$ cat src/rtl/sd_spi_pkg.sv
// ------------------------------------------------------------------
// sd_spi_pkg : shared states and register map for the SD SPI APB sequencer
// Rev 1.0
// ------------------------------------------------------------------
`default_nettype none

package sd_spi_pkg;

  typedef enum logic [3:0] {
    S_INIT_CTRL = 4'd0,
    S_INIT_DIV  = 4'd1,
    S_INIT_SS   = 4'd2,
    S_IDLE      = 4'd3,
    S_CFG_DIV   = 4'd4,
    S_SSEL_WR   = 4'd5,
    S_TX_WR     = 4'd6,
    S_POLL      = 4'd7,
    S_RX_RD     = 4'd8,
    S_RSP       = 4'd9,
    S_ERR       = 4'd10
  } seq_state_e;

  localparam logic [6:0] CTRL_ADDR_DEF   = 7'h00;
  localparam logic [6:0] RXDATA_ADDR_DEF = 7'h08;
  localparam logic [6:0] TXDATA_ADDR_DEF = 7'h0C;
  localparam logic [6:0] STAT_ADDR_DEF   = 7'h20;
  localparam logic [6:0] SSEL_ADDR_DEF   = 7'h24;
  localparam logic [6:0] CLKDIV_ADDR_DEF = 7'h2C;
  localparam logic [7:0] CTRL_INIT_DEF   = 8'h03;
  localparam int         RXEMPTY_BIT_DEF = 2;
  localparam int         POLL_LIMIT_DEF  = 1023;
  localparam logic [7:0] CLKDIV_RST_DEF  = 8'd63;

  // States that own an APB transfer in flight.
  function automatic logic is_access(seq_state_e s);
    return !(s == S_IDLE || s == S_RSP || s == S_ERR);
  endfunction

endpackage

`default_nettype wire

$ cat src/rtl/sd_spi_apb_seq_xfer.sv
// ------------------------------------------------------------------
// apb_master_xfer : single APB3 transfer engine (SETUP then ACCESS until PREADY)
// Rev 1.0
// ------------------------------------------------------------------
`default_nettype none

module apb_master_xfer (
  input  logic       PCLK,
  input  logic       PRESETN,
  input  logic       start_i,
  input  logic       write_i,
  input  logic [6:0] addr_i,
  input  logic [7:0] wdata_i,
  output logic       busy_o,
  output logic       done_o,
  output logic [7:0] rdata_o,
  output logic       slverr_o,
  output logic [6:0] PADDR,
  output logic       PSEL,
  output logic       PENABLE,
  output logic       PWRITE,
  output logic [7:0] PWDATA,
  input  logic [7:0] PRDATA,
  input  logic       PREADY,
  input  logic       PSLVERR
);

  logic       psel_q;
  logic       penable_q;
  logic       pwrite_q;
  logic [6:0] paddr_q;
  logic [7:0] pwdata_q;

  // A start in the completion cycle chains straight into a new SETUP phase.
  always_ff @(posedge PCLK or negedge PRESETN) begin
    if (!PRESETN) begin
      psel_q    <= 1'b0;
      penable_q <= 1'b0;
      pwrite_q  <= 1'b0;
      paddr_q   <= '0;
      pwdata_q  <= '0;
    end else if (start_i) begin
      psel_q    <= 1'b1;
      penable_q <= 1'b0;
      pwrite_q  <= write_i;
      paddr_q   <= addr_i;
      pwdata_q  <= wdata_i;
    end else if (psel_q && !penable_q) begin
      penable_q <= 1'b1;
    end else if (done_o) begin
      psel_q    <= 1'b0;
      penable_q <= 1'b0;
    end
  end

  assign done_o   = psel_q & penable_q & PREADY;
  assign busy_o   = psel_q;
  assign rdata_o  = PRDATA;
  assign slverr_o = PSLVERR;

  assign PSEL    = psel_q;
  assign PENABLE = penable_q;
  assign PWRITE  = pwrite_q;
  assign PADDR   = paddr_q;
  assign PWDATA  = pwdata_q;

endmodule

`default_nettype wire

$ cat src/rtl/sd_spi_apb_seq.sv
// ------------------------------------------------------------------
// sd_spi_apb_seq : byte-exchange stream to SD SPI controller register sequencer
// Rev 1.0
// ------------------------------------------------------------------
`default_nettype none

module sd_spi_apb_seq
  import sd_spi_pkg::*;
#(
  parameter logic [6:0] CTRL_ADDR   = CTRL_ADDR_DEF,
  parameter logic [6:0] RXDATA_ADDR = RXDATA_ADDR_DEF,
  parameter logic [6:0] TXDATA_ADDR = TXDATA_ADDR_DEF,
  parameter logic [6:0] STAT_ADDR   = STAT_ADDR_DEF,
  parameter logic [6:0] SSEL_ADDR   = SSEL_ADDR_DEF,
  parameter logic [6:0] CLKDIV_ADDR = CLKDIV_ADDR_DEF,
  parameter logic [7:0] CTRL_INIT   = CTRL_INIT_DEF,
  parameter int         RXEMPTY_BIT = RXEMPTY_BIT_DEF,
  parameter int         POLL_LIMIT  = POLL_LIMIT_DEF,
  parameter logic [7:0] CLKDIV_RST  = CLKDIV_RST_DEF
) (
  input  logic       PCLK,
  input  logic       PRESETN,
  input  logic       req_valid,
  output logic       req_ready,
  input  logic [7:0] req_data,
  input  logic       req_cs,
  output logic       rsp_valid,
  output logic [7:0] rsp_data,
  input  logic [7:0] cfg_clkdiv,
  input  logic       cfg_update,
  output logic       busy,
  output logic       err,
  input  logic       err_clr,
  output logic [6:0] PADDR,
  output logic       PSEL,
  output logic       PENABLE,
  output logic       PWRITE,
  output logic [7:0] PWDATA,
  input  logic [7:0] PRDATA,
  input  logic       PREADY,
  input  logic       PSLVERR
);

  localparam logic [9:0] POLL_LAST = 10'(POLL_LIMIT - 1);

  seq_state_e state_q, state_d;
  logic       ss_q;
  logic       cs_q;
  logic [7:0] tx_q;
  logic [7:0] div_q;
  logic       cfg_pend_q, cfg_pend_d;
  logic [9:0] poll_cnt_q, poll_cnt_d;
  logic [7:0] rsp_data_q;
  logic       err_q, err_d;

  logic       x_start, x_write, x_busy, x_done, x_slverr;
  logic [6:0] x_addr;
  logic [7:0] x_wdata, x_rdata;
  logic       accept;
  logic       w_cs;
  logic [7:0] w_tx;
  logic [7:0] w_div;

  apb_master_xfer u_xfer (
    .PCLK     (PCLK),
    .PRESETN  (PRESETN),
    .start_i  (x_start),
    .write_i  (x_write),
    .addr_i   (x_addr),
    .wdata_i  (x_wdata),
    .busy_o   (x_busy),
    .done_o   (x_done),
    .rdata_o  (x_rdata),
    .slverr_o (x_slverr),
    .PADDR    (PADDR),
    .PSEL     (PSEL),
    .PENABLE  (PENABLE),
    .PWRITE   (PWRITE),
    .PWDATA   (PWDATA),
    .PRDATA   (PRDATA),
    .PREADY   (PREADY),
    .PSLVERR  (PSLVERR)
  );

  // A pending or same-cycle divider update blocks request acceptance.
  assign req_ready = (state_q == S_IDLE) && !cfg_pend_q && !cfg_update;
  assign accept    = req_valid && req_ready;
  assign busy      = (state_q != S_IDLE);
  assign rsp_valid = (state_q == S_RSP);
  assign rsp_data  = rsp_data_q;
  assign err       = err_q;

  assign w_cs  = (state_q == S_IDLE) ? req_cs   : cs_q;
  assign w_tx  = (state_q == S_IDLE) ? req_data : tx_q;
  assign w_div = cfg_update ? cfg_clkdiv : div_q;

  always_comb begin
    state_d = state_q;
    case (state_q)
      S_INIT_CTRL: if (x_done) state_d = S_INIT_DIV;
      S_INIT_DIV:  if (x_done) state_d = S_INIT_SS;
      S_INIT_SS,
      S_CFG_DIV:   if (x_done) state_d = S_IDLE;
      S_IDLE: begin
        if (cfg_update || cfg_pend_q) state_d = S_CFG_DIV;
        else if (req_valid)           state_d = (req_cs != ss_q) ? S_SSEL_WR : S_TX_WR;
      end
      S_SSEL_WR:   if (x_done) state_d = S_TX_WR;
      S_TX_WR:     if (x_done) state_d = S_POLL;
      S_POLL: begin
        if (x_done) begin
          if (!x_rdata[RXEMPTY_BIT])     state_d = S_RX_RD;
          else if (poll_cnt_q == POLL_LAST) state_d = S_ERR;
        end
      end
      S_RX_RD:     if (x_done) state_d = S_RSP;
      S_RSP:       state_d = S_IDLE;
      S_ERR:       if (err_clr) state_d = S_IDLE;
      default:     state_d = S_ERR;
    endcase
    if (x_done && x_slverr) state_d = S_ERR;
  end

  // The next access is launched from the cycle that decides it, so each
  // transfer costs exactly SETUP + ACCESS with no idle gap in between.
  always_comb begin
    x_start = is_access(state_d) && (!x_busy || x_done);
    x_write = 1'b1;
    x_addr  = '0;
    x_wdata = '0;
    case (state_d)
      S_INIT_CTRL: begin x_addr = CTRL_ADDR;   x_wdata = CTRL_INIT;  end
      S_INIT_DIV:  begin x_addr = CLKDIV_ADDR; x_wdata = CLKDIV_RST; end
      S_INIT_SS:   begin x_addr = SSEL_ADDR;   x_wdata = 8'h00;      end
      S_CFG_DIV:   begin x_addr = CLKDIV_ADDR; x_wdata = w_div;      end
      S_SSEL_WR:   begin x_addr = SSEL_ADDR;   x_wdata = {7'b0, w_cs}; end
      S_TX_WR:     begin x_addr = TXDATA_ADDR; x_wdata = w_tx;       end
      S_POLL:      begin x_addr = STAT_ADDR;   x_write = 1'b0;       end
      S_RX_RD:     begin x_addr = RXDATA_ADDR; x_write = 1'b0;       end
      default:     ;
    endcase
  end

  always_comb begin
    cfg_pend_d = cfg_pend_q;
    if (state_q == S_IDLE) cfg_pend_d = 1'b0;
    else if (cfg_update)   cfg_pend_d = 1'b1;

    poll_cnt_d = poll_cnt_q;
    if (state_d == S_TX_WR && state_q != S_TX_WR)  poll_cnt_d = '0;
    else if (state_q == S_POLL && x_done)          poll_cnt_d = poll_cnt_q + 10'd1;

    err_d = err_q;
    if (state_d == S_ERR && state_q != S_ERR) err_d = 1'b1;
    else if (err_clr)                         err_d = 1'b0;
  end

  always_ff @(posedge PCLK or negedge PRESETN) begin
    if (!PRESETN) begin
      state_q    <= S_INIT_CTRL;
      ss_q       <= 1'b0;
      cs_q       <= 1'b0;
      tx_q       <= '0;
      div_q      <= '0;
      cfg_pend_q <= 1'b0;
      poll_cnt_q <= '0;
      rsp_data_q <= '0;
      err_q      <= 1'b0;
    end else begin
      state_q    <= state_d;
      cfg_pend_q <= cfg_pend_d;
      poll_cnt_q <= poll_cnt_d;
      err_q      <= err_d;
      if (accept) begin
        cs_q <= req_cs;
        tx_q <= req_data;
      end
      if (cfg_update) div_q <= cfg_clkdiv;
      if (state_q == S_SSEL_WR && x_done && !x_slverr) ss_q <= cs_q;
      if (state_q == S_RX_RD && x_done && !x_slverr)   rsp_data_q <= x_rdata;
    end
  end

endmodule

`default_nettype wire

$ cat config.mk
export PLATFORM = sky130hd
export DESIGN_NAME = sd_spi_apb_seq
export DESIGN_NICKNAME = d
export VERILOG_FILES = /design/src/rtl/sd_spi_pkg.sv /design/src/rtl/sd_spi_apb_seq_xfer.sv /design/src/rtl/sd_spi_apb_seq.sv
export SDC_FILE = /design/constraint.sdc
export NUM_CORES = 1
export LEC_CHECK = 0
export BUFFER_PORTS_ARGS = -buffer_cell sky130_fd_sc_hd__clkbuf_2
export CAP_MARGIN = 5
export CORE_MARGIN = 5
export CORE_UTILIZATION = 55
export DETAILED_ROUTE_END_ITERATION = 12
export GPL_TIMING_DRIVEN = 0
export PLACE_DENSITY = 0.91
export SLEW_MARGIN = 15
export SYNTH_ARGS = -nofsm -noshare
export SYNTH_HDL_FRONTEND = slang
export SYNTH_SLANG_ARGS = --single-unit
$ cat constraint.sdc
create_clock -name PCLK -period 3.8 [get_ports PCLK]
set_input_delay 0.76 -clock PCLK [delete_from_list [all_inputs] [get_ports PCLK]]
set_output_delay 0.76 -clock PCLK [all_outputs]
set_load 0.02 [all_outputs]
[Word-level counts from Yosys, hierarchy flattened]
Cells that the tools add are included.
W data, S select, Z words.
Storage, ports and cells
  register bits: 60
  input bits: 32
  output and inout port bits: 30
  logic and storage cells: 110
Cells by class
  $add $sub $neg: 1
  equal/unequal tests: 26
  mux-type cells: 32
  bitwise operators: 2
  reduce and logical (&&, ||, !) cells: 35
Operator list (count)
  $mux W4: 13
  $pmux W4 S10: 1
  $pmux W8 S5: 1
  $eq A4 B3 Y1 const B: 8
  $pmux W6 S5: 1
  $eq A4 B4 Y1 const B: 6
  $mux W10: 2
  $eq A4 B2 Y1 const B: 4
  $mux W8: 2
  $logic_and A1 B1 Y1: 13
  $mux W1: 11
  $add A10 B1 Y10 const B: 1
  $eq A10 B10 Y1 const B: 1
  $eq A4 B1 Y1 const B: 2
  $logic_not A4 Y1: 2
  $reduce_bool A2 Y1: 4
  $reduce_or A2 Y1: 4
  $logic_not A1 Y1: 6
  $logic_or A1 B1 Y1: 4
  $ne A4 B2 Y1 const B: 1
  $ne A4 B3 Y1 const B: 1
  $ne A4 B4 Y1 const B: 1
  $reduce_bool A3 Y1: 1
  $and A1 B1 Y1: 2
  4 further kinds: 4

[Depth between registers and ports, before layout]
  depth in word-level cells: 13
  depth in mapped cells: 11
  gate-level depth less buffers: 10

[By module]
From an unflattened synthesis, not the netlist that was laid out.
Unflattened totals
  cell total of the unflattened synthesis: 298
  area total of the unflattened synthesis: 3273.1 um2
By module, submodules not included
  sd_spi_apb_seq: instances 1, cells each 247, area an instance 2478.6 um2, seq. area each 1051.0 um2
  apb_master_xfer: instances 1, cells each 51, area an instance 794.5 um2, seq. area each 450.4 um2

[Least setup slack after synthesis]
No wires, ideal clock.
  path type: input to register
  start point: input cfg_update
  end point: register u_xfer.paddr_q[2] (netlist: u_xfer.PADDR[2])
  library setup time: 0.125 ns
  arrival time: 2.643 ns
  required time: 3.675 ns
  setup slack: 1.032 ns
  cell stages on the path: 9
  buffers on the path: 2
  cell sequence: buf_2 > nor4b_2 > o32a_2 > nor3b_1 > a211oi_1 > o21bai_2 > o211ai_4 > buf_8 > mux2_4
Between the ends
  longest elaborated chain between the ends: 9
  elaborated cells between the ends (all ways): 21
  those cells by class: 10 x eq/ne; 4 x mux; 7 x reduce/logical
RTL lines
  from (decl): RTL line sd_spi_apb_seq.sv:30  | input logic cfg_update,
  $logic_or A1 B1 Y1 *: RTL line sd_spi_apb_seq.sv:105  | if (cfg_update || cfg_pend_q) state_d = S_CFG_DIV;
  $mux W4 *: RTL line sd_spi_apb_seq.sv:105
  $pmux W4 S10 *: RTL line sd_spi_apb_seq.sv:99  | case (state_q)
  $mux W4 *: RTL line sd_spi_apb_seq.sv:121  | if (x_done && x_slverr) state_d = S_ERR;
  branches (longest 5 deep; another with $pmux W6 S5)
  to (signal assigned): RTL line sd_spi_apb_seq_xfer.sv:46  | paddr_q <= addr_i;
  to (decl): RTL line sd_spi_apb_seq_xfer.sv:31  | logic [6:0] paddr_q;
Mark *: on every way between the ends.
A chain may end at the register's enable or synchronous reset.

[Final worst setup path]
  start point: input PREADY
  end point: register u_xfer.paddr_q[2] (netlist: u_xfer.PADDR[2])
Between the ends
  longest elaborated chain between the ends: 9
  elaborated cells between the ends (all ways): 29
  those cells by class: 10 x eq/ne; 10 x mux; 1 x bitwise; 8 x reduce/logical
RTL lines
  from (decl): RTL line sd_spi_apb_seq.sv:40  | input logic PREADY,
  $and A1 B1 Y1 *: RTL line sd_spi_apb_seq_xfer.sv:56  | assign done_o = psel_q & penable_q & PREADY;
  $mux W4, or another cell as far along: RTL line sd_spi_apb_seq.sv:116  | S_RX_RD: if (x_done) state_d = S_RSP;
  $pmux W4 S10: RTL line sd_spi_apb_seq.sv:99
  $mux W4 *: RTL line sd_spi_apb_seq.sv:121
  net state_d[0]: RTL line sd_spi_apb_seq.sv:46  | seq_state_e state_q, state_d;
  branches (longest 5 deep; another with $pmux W6 S5)
Mark *: on every way through the listed nets, which the timed path passes.

==> impl_metrics.json <==
{
  "status": "finished clean",
  "overflow": 0,
  "cts_sinks": 56,
  "synth_cells": 282,
  "rr_startpoint": "state_q[1]",
  "synthTopCellsByArea": "dfrtp_1 45%, mux2_2 11%, mux2i_1 5.8%",
  "place.gp.congestion": 0.857,
  "ctsResizeCount": 0,
  "grtUsageTotal_pct": 19.6,
  "ir_drop_mv": 0.460,
  "path_clk_slew_ns": 0.11,
  "portBuffers": 56,
  "async_reset_ff_share_pct": 100,
  "avgRoutedWirePerCell_um": 15.5,
  "crit_type": "in -> reg",
  "leakage_uw": 0.00174,
  "grt_pass1_wl_um": 11500,
  "antenna_found_initial": 0,
  "h-tree-depth": 2,
  "io_pins": 62,
  "maxCapViolCount": 0,
  "coreArea_mm2": 0.00551,
  "insertion_delay_ns": 0.33,
  "num_vias": 2339,
  "rr_worst_depth": 9,
  "crit_path_end_kind": "register",
  "yosysWarnings": 0,
  "grt_max_degree": 57,
  "rsz0062_at_grt": "false",
  "synthDominantCellAreaShare_pct": 45.2,
  "finalSetupTns_ns": 0,
  "nFillCells": 423,
  "worstPathArrival_ns": 3.01,
  "p_sw_share_pct": 44.2,
  "hold_class": "reg -> reg",
  "rrSetupSlack_ns": 1.07,
  "dr.pass1.iters": 4,
  "drt-initial-drc-count": 193,
  "ant_nets": 0,
  "power.total_uw": 2950,
  "synth_edf_count": 0,
  "synth_area_per_cell_um2": 11.0,
  "first_global_vias": 2426,
  "startpoint_type": "input pin",
  "dpl_cell_area_mm2": 0.00348,
  "ys_seq_elements": 56,
  "worst_pin_slew_ns": 0.744,
  "drive_gt1_share_pct": 37.2,
  "ctsHoldBuffers": 0,
  "fin_crit_sh_pct": 73.4,
  "nets": 382,
  "final_hold_viol_count": 0,
  "route.detailed.drc": 0,
  "combPwrFrac_pct": 58.6,
  "synthTopCellsByCount": "56 x dfrtp_1, 29 x mux2_2, 24 x nor2_1",
  "dpl.hpwl_um": 4710,
  "power_density_mw_per_mm2": 826,
  "die_h_um": 85.1,
  "stdcell_area_mm2": 0.00358,
  "setup_viol": 0,
  "max_slew_margin_pct": 50.4,
  "ys_seq_area_share_pct": 45.2,
  "start_util_pct": 56.3,
  "multiInputGateArea_mm2": 0.00155,
  "diodes": 0,
  "p_clk_share_pct": 11.7,
  "cts_setup_buffers": 0,
  "cts_tree": "yes",
  "rows": 27,
  "viasPerCell": 5.56,
  "synthFlopType": "dfrtp_1",
  "switchingPower_uw": 1310,
  "skew_ns": 0.0122,
  "crit_start": "PREADY",
  "clock-root-buffer": "clkbuf_8",
  "clk_path_buf_depth": 2,
  "synth.most_common_cell": "dfrtp_1",
  "cp.required_ns": 4.02,
  "final_util_pct": 64.9,
  "area_delta_synth_final_pct": 15.4,
  "seq_power_share_pct": 29.7,
  "endpoint": "u_xfer.PADDR[2]",
  "crit_fanout": 10,
  "routed_wl_um": 6510,
  "syn_area_mm2": 0.00310,
  "cts_buffers": 5,
  "final-max-slew-violation-count": 0,
  "yosysTopAreaCell": "dfrtp_1",
  "timing.rr.end": "u_xfer.PADDR[2]",
  "synthDistinctLibCells": 61,
  "die_area_mm2": 0.00723,
  "regArea_mm2": 0.00140,
  "post-route-min-period_ns": 2.79,
  "die_w_um": 85.1,
  "clock.fmax_mhz": 359,
  "p_int_uw": 1650
}
==> sequential cells by signal, indices dropped and copies added (netlist names), 3 cells and up <==
signal         cells
tx_q               8
u_xfer.PWDATA      8
u_xfer.PADDR       3
state_q            4
div_q              8
poll_cnt_q        10
rsp_data           8
==> stage by stage <==
step                      setup slack, ns  hold slack (ns)  std cells
final                                1.01            0.507        421
after global routing                0.902            0.528        421
after CTS                            1.04            0.506        421
after detailed placement            0.705            0.481        413
after global placement              0.762            0.476        413
after floorplan                      1.03            0.464        285
==> worst max-delay path, cell delays in order <==
cell and delay, ns:
clkbuf_2 0.12, nand3_1 0.27, a221oi_2 0.44, a221oi_4 0.11
a21oi_2 0.36, nand3_4 0.23, o211ai_4 0.22, buf_8 0.20
mux2_4 0.30
==> metal layers <==
metal,wire [um],part of all wire [%],global-route usage (%),vias up
met5,0,0,0,-
met4,119,1.8,7.34,0
met3,335,5.1,3.69,10
met2,3160,49,31.2,74
met1,2890,44,26.5,1136
li1,-,-,-,1119
==> how the worst min path moves through the flow <==
| stage | from | endpoint | slack (ns) | cells past startpoint |
|---|---|---|---|---|
| after floorplan | PRESETN | cfg_pend_q | 0.46 | 0 |
| after global placement | div_q[4] | div_q[4] | 0.48 | 1 |
| after detailed placement | div_q[4] | div_q[4] | 0.48 | 1 |
| after CTS | div_q[4] | div_q[4] | 0.51 | 1 |
| after global routing | tx_q[0] | tx_q[0] | 0.53 | 1 |
| final | div_q[0] | div_q[0] | 0.51 | 1 |
==> power by group through the flow <==
stage	clock, uW	combinational, uW	sequential (uW)
2_1_floorplan	0	1200	999
3_3_place_gp	0	1660	876
3_5_place_dp	0	1710	887
4_1_cts	354	1720	875
5_1_grt	383	1890	898
6_report	346	1730	876
==> cell type report <==
cell class / count / share of cell area [%]
clock buffers: 5 / 1.92
inverters: 14 / 1.47
well taps: 72 / 2.52
clock inverters: 3 / 0.700
plain buffers: 17 / 3.08
repair buffers: 56 / 7.91
flip-flops and latches: 56 / 39.2
multi-input cells: 198 / 43.2
==> kinds of logic after synthesis <==
group | synth area share, %
AO/OA/AOI/OAI | 13.0
buffers and inverters | 5.25
AND/OR/NAND/NOR | 14.3
multiplexers | 17.7
adder cells (fa/ha/maj) | 0.808
flip-flops | 45.2
other | 0.121
XOR/XNOR | 3.68
==> layout by cell type (no fill, tap or decap), types with 5 or more instances in the layout <==
| master | n |
|---|---|
| inv_1 | 13 |
| dfrtp_1 | 56 |
| clkbuf_8 | 5 |
| buf_2 | 10 |
| xnor2_1 | 8 |
| nand2_1 | 22 |
| clkbuf_2 | 55 |
| nand2b_1 | 5 |
| xor2_1 | 5 |
| nor2_1 | 24 |
| nand3_1 | 6 |
| mux2_2 | 29 |
| a21oi_1 | 7 |
| mux2i_1 | 18 |
No activity file was read; power rests on OpenSTA's default activity.
